File: src/rtl/wordle_guess_scorer.sv
// Wordle guess scorer: scores a five-letter guess against an answer over
// a fixed 12-cycle sequence (green pass, yellow pass, write-back) and keeps
// a six-row history of results for the display stage.
module wordle_guess_scorer (
    input  logic        board_clk,
    input  logic        reset,
    input  logic        start,
    input  logic [2:0]  row,
    input  logic [39:0] guess,
    input  logic [39:0] answer,
    input  logic        clear,
    input  logic [2:0]  rd_row,
    output logic [9:0]  rd_result,
    output logic [9:0]  result,
    output logic        win,
    output logic        busy,
    output logic        done
);

    localparam int unsigned NPOS  = 5;
    localparam int unsigned LW    = 8;
    localparam int unsigned CW    = 2;
    localparam int unsigned RW    = NPOS * CW;
    localparam int unsigned NROWS = 6;

    localparam logic [CW-1:0] C_GRAY   = 2'b01;
    localparam logic [CW-1:0] C_YELLOW = 2'b10;
    localparam logic [CW-1:0] C_GREEN  = 2'b11;

    typedef enum logic [2:0] {
        S_IDLE,
        S_GREEN,
        S_YELLOW,
        S_WRITE,
        S_DONE
    } state_t;

    state_t              state_q, state_d;
    logic [2:0]          idx_q, idx_d;
    logic [39:0]         guess_q, guess_d;
    logic [39:0]         answer_q, answer_d;
    logic [2:0]          row_q, row_d;
    logic [CW-1:0]       code_q [NPOS];
    logic [CW-1:0]       code_d [NPOS];
    logic [NPOS-1:0]     used_q, used_d;
    logic [RW-1:0]       result_d;
    logic                win_d;
    logic                busy_d;
    logic                done_d;
    logic                hist_we;
    logic                hist_clr;
    logic [RW-1:0]       hist [NROWS];

    logic [LW-1:0]       g_let [NPOS];
    logic [LW-1:0]       a_let [NPOS];
    logic [LW-1:0]       cur_g;
    logic [LW-1:0]       cur_a;
    logic [CW-1:0]       cur_code;
    logic [NPOS-1:0]     sel;
    logic [RW-1:0]       code_pk;

    // Unpack latched words into per-position letters, select the current position and pack the working code.
    always_comb begin
        cur_g    = '0;
        cur_a    = '0;
        cur_code = '0;
        code_pk  = '0;
        for (int p = 0; p < NPOS; p++) begin
            g_let[p] = guess_q[LW*(NPOS-1-p) +: LW];
            a_let[p] = answer_q[LW*(NPOS-1-p) +: LW];
            code_pk[CW*(NPOS-1-p) +: CW] = code_q[p];
            if (idx_q == 3'(p)) begin
                cur_g    = guess_q[LW*(NPOS-1-p) +: LW];
                cur_a    = answer_q[LW*(NPOS-1-p) +: LW];
                cur_code = code_q[p];
            end
        end
    end

    // Lowest unused answer position holding the current guess letter (one-hot, zero if none).
    always_comb begin
        sel = '0;
        for (int j = NPOS - 1; j >= 0; j--) begin
            if (!used_q[j] && (a_let[j] == cur_g)) begin
                sel    = '0;
                sel[j] = 1'b1;
            end
        end
    end

    // Next-state and datapath update.
    always_comb begin
        state_d  = state_q;
        idx_d    = idx_q;
        guess_d  = guess_q;
        answer_d = answer_q;
        row_d    = row_q;
        code_d   = code_q;
        used_d   = used_q;
        result_d = result;
        win_d    = win;
        done_d   = 1'b0;
        hist_we  = 1'b0;
        hist_clr = 1'b0;

        case (state_q)
            S_IDLE: begin
                if (clear) begin
                    hist_clr = 1'b1;
                    result_d = '0;
                    win_d    = 1'b0;
                end else if (start && (row < 3'(NROWS))) begin
                    guess_d  = guess;
                    answer_d = answer;
                    row_d    = row;
                    for (int p = 0; p < NPOS; p++) code_d[p] = '0;
                    used_d   = '0;
                    idx_d    = '0;
                    state_d  = S_GREEN;
                end
            end
            S_GREEN: begin
                if (cur_g == cur_a) begin
                    for (int p = 0; p < NPOS; p++) begin
                        if (idx_q == 3'(p)) begin
                            code_d[p] = C_GREEN;
                            used_d[p] = 1'b1;
                        end
                    end
                end
                if (idx_q == 3'(NPOS - 1)) begin
                    idx_d   = '0;
                    state_d = S_YELLOW;
                end else begin
                    idx_d = idx_q + 3'd1;
                end
            end
            S_YELLOW: begin
                if (cur_code != C_GREEN) begin
                    used_d = used_q | sel;
                    for (int p = 0; p < NPOS; p++) begin
                        if (idx_q == 3'(p)) code_d[p] = (|sel) ? C_YELLOW : C_GRAY;
                    end
                end
                if (idx_q == 3'(NPOS - 1)) begin
                    idx_d   = '0;
                    state_d = S_WRITE;
                end else begin
                    idx_d = idx_q + 3'd1;
                end
            end
            S_WRITE: begin
                result_d = code_pk;
                win_d    = (code_pk == {RW{1'b1}});
                hist_we  = 1'b1;
                done_d   = 1'b1;
                state_d  = S_DONE;
            end
            S_DONE: begin
                state_d = S_IDLE;
            end
            default: begin
                state_d = S_IDLE;
            end
        endcase

        busy_d = (state_d != S_IDLE);
    end

    // State, datapath and registered outputs.
    always_ff @(posedge board_clk or posedge reset) begin
        if (reset) begin
            state_q  <= S_IDLE;
            idx_q    <= '0;
            guess_q  <= '0;
            answer_q <= '0;
            row_q    <= '0;
            for (int p = 0; p < NPOS; p++) code_q[p] <= '0;
            used_q   <= '0;
            result   <= '0;
            win      <= 1'b0;
            busy     <= 1'b0;
            done     <= 1'b0;
        end else begin
            state_q  <= state_d;
            idx_q    <= idx_d;
            guess_q  <= guess_d;
            answer_q <= answer_d;
            row_q    <= row_d;
            code_q   <= code_d;
            used_q   <= used_d;
            result   <= result_d;
            win      <= win_d;
            busy     <= busy_d;
            done     <= done_d;
        end
    end

    // History rows: wiped by clear, written once per scored guess.
    always_ff @(posedge board_clk or posedge reset) begin
        if (reset) begin
            for (int r = 0; r < NROWS; r++) hist[r] <= '0;
        end else if (hist_clr) begin
            for (int r = 0; r < NROWS; r++) hist[r] <= '0;
        end else if (hist_we) begin
            for (int r = 0; r < NROWS; r++) begin
                if (row_q == 3'(r)) hist[r] <= code_pk;
            end
        end
    end

    // Combinational history read port; unused addresses read as zero.
    always_comb begin
        rd_result = '0;
        for (int r = 0; r < NROWS; r++) begin
            if (rd_row == 3'(r)) rd_result = hist[r];
        end
    end

endmodule

File: config.mk
export PLATFORM = sky130hd
export DESIGN_NAME = wordle_guess_scorer
export DESIGN_NICKNAME = d
export VERILOG_FILES = /design/src/rtl/wordle_guess_scorer.sv
export SDC_FILE = /design/constraint.sdc
export NUM_CORES = 1
export LEC_CHECK = 0
export BUFFER_PORTS_ARGS = -buffer_cell sky130_fd_sc_hd__buf_2
export CORE_ASPECT_RATIO = 1.1
export CORE_MARGIN = 4
export CORE_UTILIZATION = 59
export DETAILED_ROUTE_END_ITERATION = 10
export PLACE_DENSITY = 0.83
export SYNTH_ARGS = -nofsm -noshare
export SYNTH_HDL_FRONTEND = slang
export SYNTH_SLANG_ARGS = --single-unit
export TNS_END_PERCENT = 1
File: constraint.sdc
create_clock -name board_clk -period 7.5 [get_ports board_clk]
set_input_delay 1.5 -clock board_clk [delete_from_list [all_inputs] [get_ports board_clk]]
set_output_delay 1.5 -clock board_clk [all_outputs]
set_load 0.005 [all_outputs]
==> impl_metrics.csv, run 1 <==
group,metric,value,unit
sta,maxSlewViolCount,0,
floorplanning,initial_core_util,59.9,%
routing,detail_route.wirelength,24.1,mm
logic_synthesis,synthXorXnorAreaFrac,3.08,%
clocking,cts_resized,0,
clocking,cts_root_buffer,"clkbuf_16",
setup_path,arrival,2.94,ns
placement,place_congestion,0.913,
clocking,clock_sinks,177,
pwr,leakage,0.00535,µW
grt,grt_pass1_vias,7733,
finish,final_cell_mix,"308 x nand2_1, 177 x dfrtp_1, 112 x buf_2, 69 x nor2_1, 68 x mux2i_1",
setup_path,crit_fanout,22,
grt,grt_pass1_wl,38.8,mm
floorplanning,core_area,0.0157,mm²
min_path,hold_path.class,"flip-flop to flip-flop",
finish,diodes,0,
placement,dpl.hpwl,16.6,mm
setup_path,r2r_cells,10,
grt,grt_overflow_total,0,
pwr,powerDensity,414,mW/mm²
grt,grt_max_degree,99,
setup_path,start_kind,"input port",
logic_synthesis,ys_ff_latch,177,
setup_path,timing.critical_path.slowest_stage_cell,"nor3b_1",
grt,grt_antenna_before_repair,0,
sta,hold_ws,0.470,ns
finish,n_fill_cell,1252,
setup_path,critPathKind,"input port to output pin",
floorplanning,die_h,140,µm
sta,period_minus_slack,4.44,ns
finish,stdcell_count,1319,
setup_path,crit_chain,"buf_2, nor3b_1, nand2_1, o221ai_1, buf_2",
flow_run,maxCapViolations,0,
sta,hold_viol,0,
setup_path,rrSetupSlack,3.25,ns
placement,placed_area,0.00992,mm²
placement,portBuffers,112,
clocking,cts_buffer_depth,2,
setup_path,rr_endpoint,"code_pk[3]$_DFFE_PP0P_",
logic_synthesis,synth.avg_cell_area,9.02,µm²
sta,setup_viol,0,
finish,final_common_cell,"nand2_1",
logic_synthesis,synth_ff_type,"dfrtp_1",
pwr,finalPower,4360,µW
logic_synthesis,synth-edff-count,0,
sta,clock_skew,0.00619,ns
floorplanning,num_io_pins,113,
pwr,vdd_ir_drop_max,0.225,mV
logic_synthesis,synthCells,1041,
logic_synthesis,synth_area_leaders,"dfrtp_1 47%, nand2_1 12%, mux2i_1 7.2%",
clocking,htreeDepth,4,
setup_path,setup.worst_path.end,"rd_result[6]",
sta,timing.fmax,0.225,GHz
setup_path,r2r_start,"idx_q[0]$_DFFE_PP0P_",
routing,via_count,7790,
routing,avgViaCountPerCell,5.91,
finish,seq_area,0.00443,mm²
setup_path,cp_common_cell,"buf_2",
floorplanning,fp-row-count,48,
logic_synthesis,synth-compound-area-share,13.9,%
clocking,numCtsBuffers,17,
logic_synthesis,ys_types,72,
floorplanning,dieArea,0.0180,mm²
logic_synthesis,synthesis.nets,1136,
finish,num-nets-final,1201,
routing,drt_iter0_drc,802,
floorplanning,die_w,128,µm
sta,min_period_over_period,59.3,%
logic_synthesis,synthArstFlopShare,100,%
grt,track_usage,27.1,%
logic_synthesis,synth_top_family_by_area,"simple AND/OR/NAND/NOR gates",
logic_synthesis,synth_simple_gate_area_share,23.1,%
min_path,min-delay-start,"g_let[22]$_DFFE_PP0P_",
logic_synthesis,synthMuxAreaShare,7.73,%
routing,antenna_left,0,
routing,drc_errors,0,
finish,area_delta_synth_final,12.0,%
clocking,post_cts_buffers,0,
finish,multi_input_comb_area,0.00456,mm²
sta,slew-limit-headroom,22.9,%
finish,drive_gt1_share,16.0,%
routing,post_drt_wl_per_cell,18.2,µm
setup_path,critPathMaxStageDelay,0.77,ns
clocking,path_clk_slew,0.07,ns
sta,worstMarginPinSlew,1.16,ns
logic_synthesis,synth_top_area_share,47.2,%
logic_synthesis,netlist_area,0.00939,mm²
min_path,whs_path_depth,2,
clocking,cts_hold_buffers,0,
placement,place_inst,1287,
setup_path,crit_start,"rd_row[0]",
setup_path,worstPathRequired,6.00,ns
clocking,clkLatencyLatePin,0.43,ns
logic_synthesis,ys_seq_area_share,47.2,%
sta,tns,0,ns
finish,final_area,0.0105,mm²
logic_synthesis,synth_fa_ha_area_share,0.666,%
routing,dr.pass1.iters,5,
clocking,cts_tree,"built",
logic_synthesis,yosysTopAreaCell,"dfrtp_1",
status,status,"finished, final reports clean",
sta,grt_setup_unrepaired,"false",
setup_path,end_kind,"output pin",
logic_synthesis,yosysWarnings,0,
registers in the layout, indices dropped and copies added (netlist names), 3 cells and up:
register / cells
idx_q: 3
code_pk: 10
g_let: 40
row_q: 3
state_q: 3
a_let: 40
result: 10
used_q: 5
hist: 60
critical path, delay by kind of cell:
family	cells	cell delay (ns)
buffers and inverters	2	0.44
AO/OA/AOI/OAI	1	0.10
AND/OR/NAND/NOR	2	0.90
metrics by stage:
| stage | setup WS, ns | util [%] |
|---|---|---|
| floorplan | 1.20 | - |
| global placement | 3.15 | 63.3 |
| detailed placement | 3.06 | 63.3 |
| CTS | 3.06 | 67.1 |
| finish | 3.06 | 67.1 |
| global route | 2.92 | 67.1 |
layout make-up:
cell class                      count  area share (%)
Clock buffer                       23            4.45
Timing Repair Buffer              119            5.83
Multi-Input combinational cell    775            43.4
Sequential cell                   177            42.1
Clock inverter                      9            1.25
Tap cell                          200            2.38
Inverter                           16           0.618
cell usage after synthesis, drive strengths merged (11+ instances only):
library cell and number:
nand2 310, dfrtp 177, nor2 73, mux2i 68, a21oi 49, clkbuf 44, buf 29, o21ai 28
xor2 23, nand3b 19, a211oi 17, inv 16, nand3 15, o211ai 12, nor2b 11
cell families after synthesis:
kind of cell,count (synthesis)
simple gates,484
fa+ha+maj,5
buf+inv,89
compound gates,183
flops,177
xor+xnor,33
mux,70
how the worst min path moves through the flow:
stage                            endpoint  slack (ns)
finish              g_let[22]$_DFFE_PP0P_        0.47
global route        g_let[27]$_DFFE_PP0P_        0.50
CTS                 g_let[22]$_DFFE_PP0P_        0.47
detailed placement  g_let[22]$_DFFE_PP0P_        0.45
global placement     g_let[5]$_DFFE_PP0P_        0.45
floorplan            g_let[2]$_DFFE_PP0P_        0.44
report_power, final:
group | total (µW) | leakage (µW) | internal, µW | switching [µW]
logic | 1840 | 0.00276 | 735 | 1110
clock network | 904 | 0.000283 | 541 | 363
registers | 1610 | 0.00231 | 1260 | 350
per-layer routing:
layer | track usage (%) | vias up | part of all wire, %
met1 | 34.1 | 3779 | 41
met3 | 4.31 | 63 | 4.5
met2 | 45.8 | 272 | 51
li1 | - | 3676 | -
met4 | 12.5 | 0 | 3.5
met5 | 0 | - | 0
Note: power is estimated with default switching activity, not from simulation.
==> run 2: changes to the inputs <==
--- a/config.mk
+++ b/config.mk
@@ -8,9 +8,9 @@
 export BUFFER_PORTS_ARGS = -buffer_cell sky130_fd_sc_hd__buf_2
 export CORE_ASPECT_RATIO = 1.1
 export CORE_MARGIN = 4
-export CORE_UTILIZATION = 59
+export CORE_UTILIZATION = 53
 export DETAILED_ROUTE_END_ITERATION = 10
-export PLACE_DENSITY = 0.83
+export PLACE_DENSITY = 0.79
 export SYNTH_ARGS = -nofsm -noshare
 export SYNTH_HDL_FRONTEND = slang
 export SYNTH_SLANG_ARGS = --single-unit
==> constraint.sdc (replaced) <==
create_clock -name board_clk -period 4 [get_ports board_clk]
set_input_delay 0.8 -clock board_clk [delete_from_list [all_inputs] [get_ports board_clk]]
set_output_delay 0.8 -clock board_clk [all_outputs]
set_load 0.005 [all_outputs]
==> impl_metrics.csv, run 2 (same netlist as run 1, synthesis figures left out) <==
group,metric,value,unit
status,status,"finished, final reports clean",
routing,detail_route.wirelength,24.1,mm
setup_path,end_kind,"flip-flop",
finish,top_register,"hist",
finish,multi_input_comb_area,0.00457,mm²
grt,grt_antenna_before_repair,0,
pwr,leakage,0.00540,µW
sta,hold_viol,0,
floorplanning,initial_core_util,54.6,%
finish,drive_gt1_share,16.7,%
finish,final_cell_mix,"308 x nand2_1, 177 x dfrtp_1, 112 x buf_2, 69 x nor2_1, 68 x mux2i_1",
sta,setup_viol,0,
routing,drc_errors,0,
finish,diodes,0,
finish,area_delta_synth_final,13.3,%
floorplanning,die_w,135,µm
clocking,htreeDepth,4,
sta,min_period_over_period,88.0,%
sta,clock_skew,0.00564,ns
setup_path,arrival,3.86,ns
clocking,numCtsBuffers,17,
pwr,finalPower,8220,µW
clocking,cts_resized,0,
sta,timing.fmax,0.284,GHz
setup_path,start_kind,"flip-flop",
min_path,hold_path.class,"input port to asynchronous set/reset pin",
placement,dpl.hpwl,17.6,mm
finish,largest_register_ffs,60,
grt,grt_max_degree,91,
floorplanning,die_h,148,µm
setup_path,worstPathRequired,4.34,ns
pwr,vdd_ir_drop_max,0.399,mV
clocking,post_cts_buffers,0,
finish,n_fill_cell,1448,
grt,grt_overflow_total,0,
sta,tns,0,ns
sta,slew-limit-headroom,32.5,%
finish,num-nets-final,1210,
clocking,cts_buffer_depth,2,
routing,post_drt_wl_per_cell,17.7,µm
routing,via_count,7686,
setup_path,crit_fanout,15,
clocking,path_clk_slew,0.06,ns
placement,portBuffers,112,
placement,place_congestion,0.929,
routing,dr.pass1.iters,5,
clocking,cts_root_buffer,"clkbuf_16",
sta,maxSlewViolCount,0,
floorplanning,num_io_pins,113,
flow_run,maxCapViolations,0,
pwr,powerDensity,772,mW/mm²
grt,track_usage,24.9,%
setup_path,critPathKind,"flip-flop to flip-flop",
grt,grt_pass1_wl,39.7,mm
grt,grt_pass1_vias,7683,
routing,antenna_left,0,
routing,drt_iter0_drc,656,
floorplanning,dieArea,0.0199,mm²
sta,period_minus_slack,3.52,ns
finish,seq_area,0.00443,mm²
finish,final_common_cell,"nand2_1",
clocking,cts_hold_buffers,0,
sta,worstMarginPinSlew,1.00,ns
clocking,clock_sinks,177,
clocking,clkLatencyLatePin,0.43,ns
floorplanning,core_area,0.0172,mm²
clocking,cts_tree,"built",
floorplanning,fp-row-count,50,
routing,avgViaCountPerCell,5.65,
sta,grt_setup_unrepaired,"false",
-- run 2: final timing paths --
| check | startpoint | depth (start not counted) | slack, ns | endpoint |
|---|---|---|---|---|
| max in group asynchronous | reset | 3 | 2.90 | a_let[9]$_DFFE_PP0P_ |
| hold reg to reg | g_let[4]$_DFFE_PP0P_ | 2 | 0.47 | g_let[4]$_DFFE_PP0P_ |
| min in group board_clk | g_let[4]$_DFFE_PP0P_ | 2 | 0.47 | g_let[4]$_DFFE_PP0P_ |
| hold / removal | reset | 2 | 0.34 | row_q[1]$_DFFE_PP0P_ |
| setup / recovery | idx_q[0]$_DFFE_PP0P_ | 10 | 0.48 | code_pk[1]$_DFFE_PP0P_ |
| setup reg to reg | idx_q[0]$_DFFE_PP0P_ | 10 | 0.48 | code_pk[1]$_DFFE_PP0P_ |
-- run 2: power breakdown --
| part | leakage (µW) | switching, µW | internal (µW) | total, µW |
|---|---|---|---|---|
| logic | 0.00281 | 2140 | 1420 | 3570 |
| registers | 0.00231 | 662 | 2360 | 3020 |
| clock network | 0.000274 | 680 | 950 | 1630 |
| total | 0.00540 | 3480 | 4730 | 8220 |
-- run 2: critical path, cell delays in order, from the launching register on --
cell and delay [ns]:
dfrtp_1 0.42, ha_1 0.22, ha_1 0.19, or2_1 0.47
a221oi_2 0.56, a211oi_1 0.12, nor4b_2 0.32, nand4_1 0.21
a21oi_2 0.54, a21oi_1 0.18, a211oi_2 0.22
-- run 2: cell type report --
| type | instances | area share, % |
|---|---|---|
| multi-input cells | 775 | 42.9 |
| flip-flops and latches | 177 | 41.6 |
| repair buffers | 128 | 6.75 |
| clock buffers | 22 | 4.36 |
| well taps | 234 | 2.75 |
| clock inverters | 8 | 0.988 |
| inverters | 16 | 0.600 |
-- run 2: layer usage --
| metal | global-route usage (%) | routed length [µm] | part of all wire (%) |
|---|---|---|---|
| met1 | 31.6 | 10000 | 42 |
| met2 | 42.8 | 12200 | 51 |
| met3 | 4.08 | 1150 | 4.8 |
| met4 | 9.48 | 685 | 2.8 |
| met5 | 0 | 0 | 0 |
-- run 2: per-stage QoR --
step	area [µm²]	utilization, %	std cells	hold slack, ns	setup WS (ns)
6_report	10600	61.9	1360	0.337	0.478
5_1_grt	10600	61.9	1360	0.355	0.225
4_1_cts	10600	61.9	1360	0.341	0.544
3_5_place_dp	10100	58.6	1330	0.454	0.564
3_3_place_gp	10100	58.6	1330	0.450	0.718
2_1_floorplan	9400	-	1041	0.437	0.933
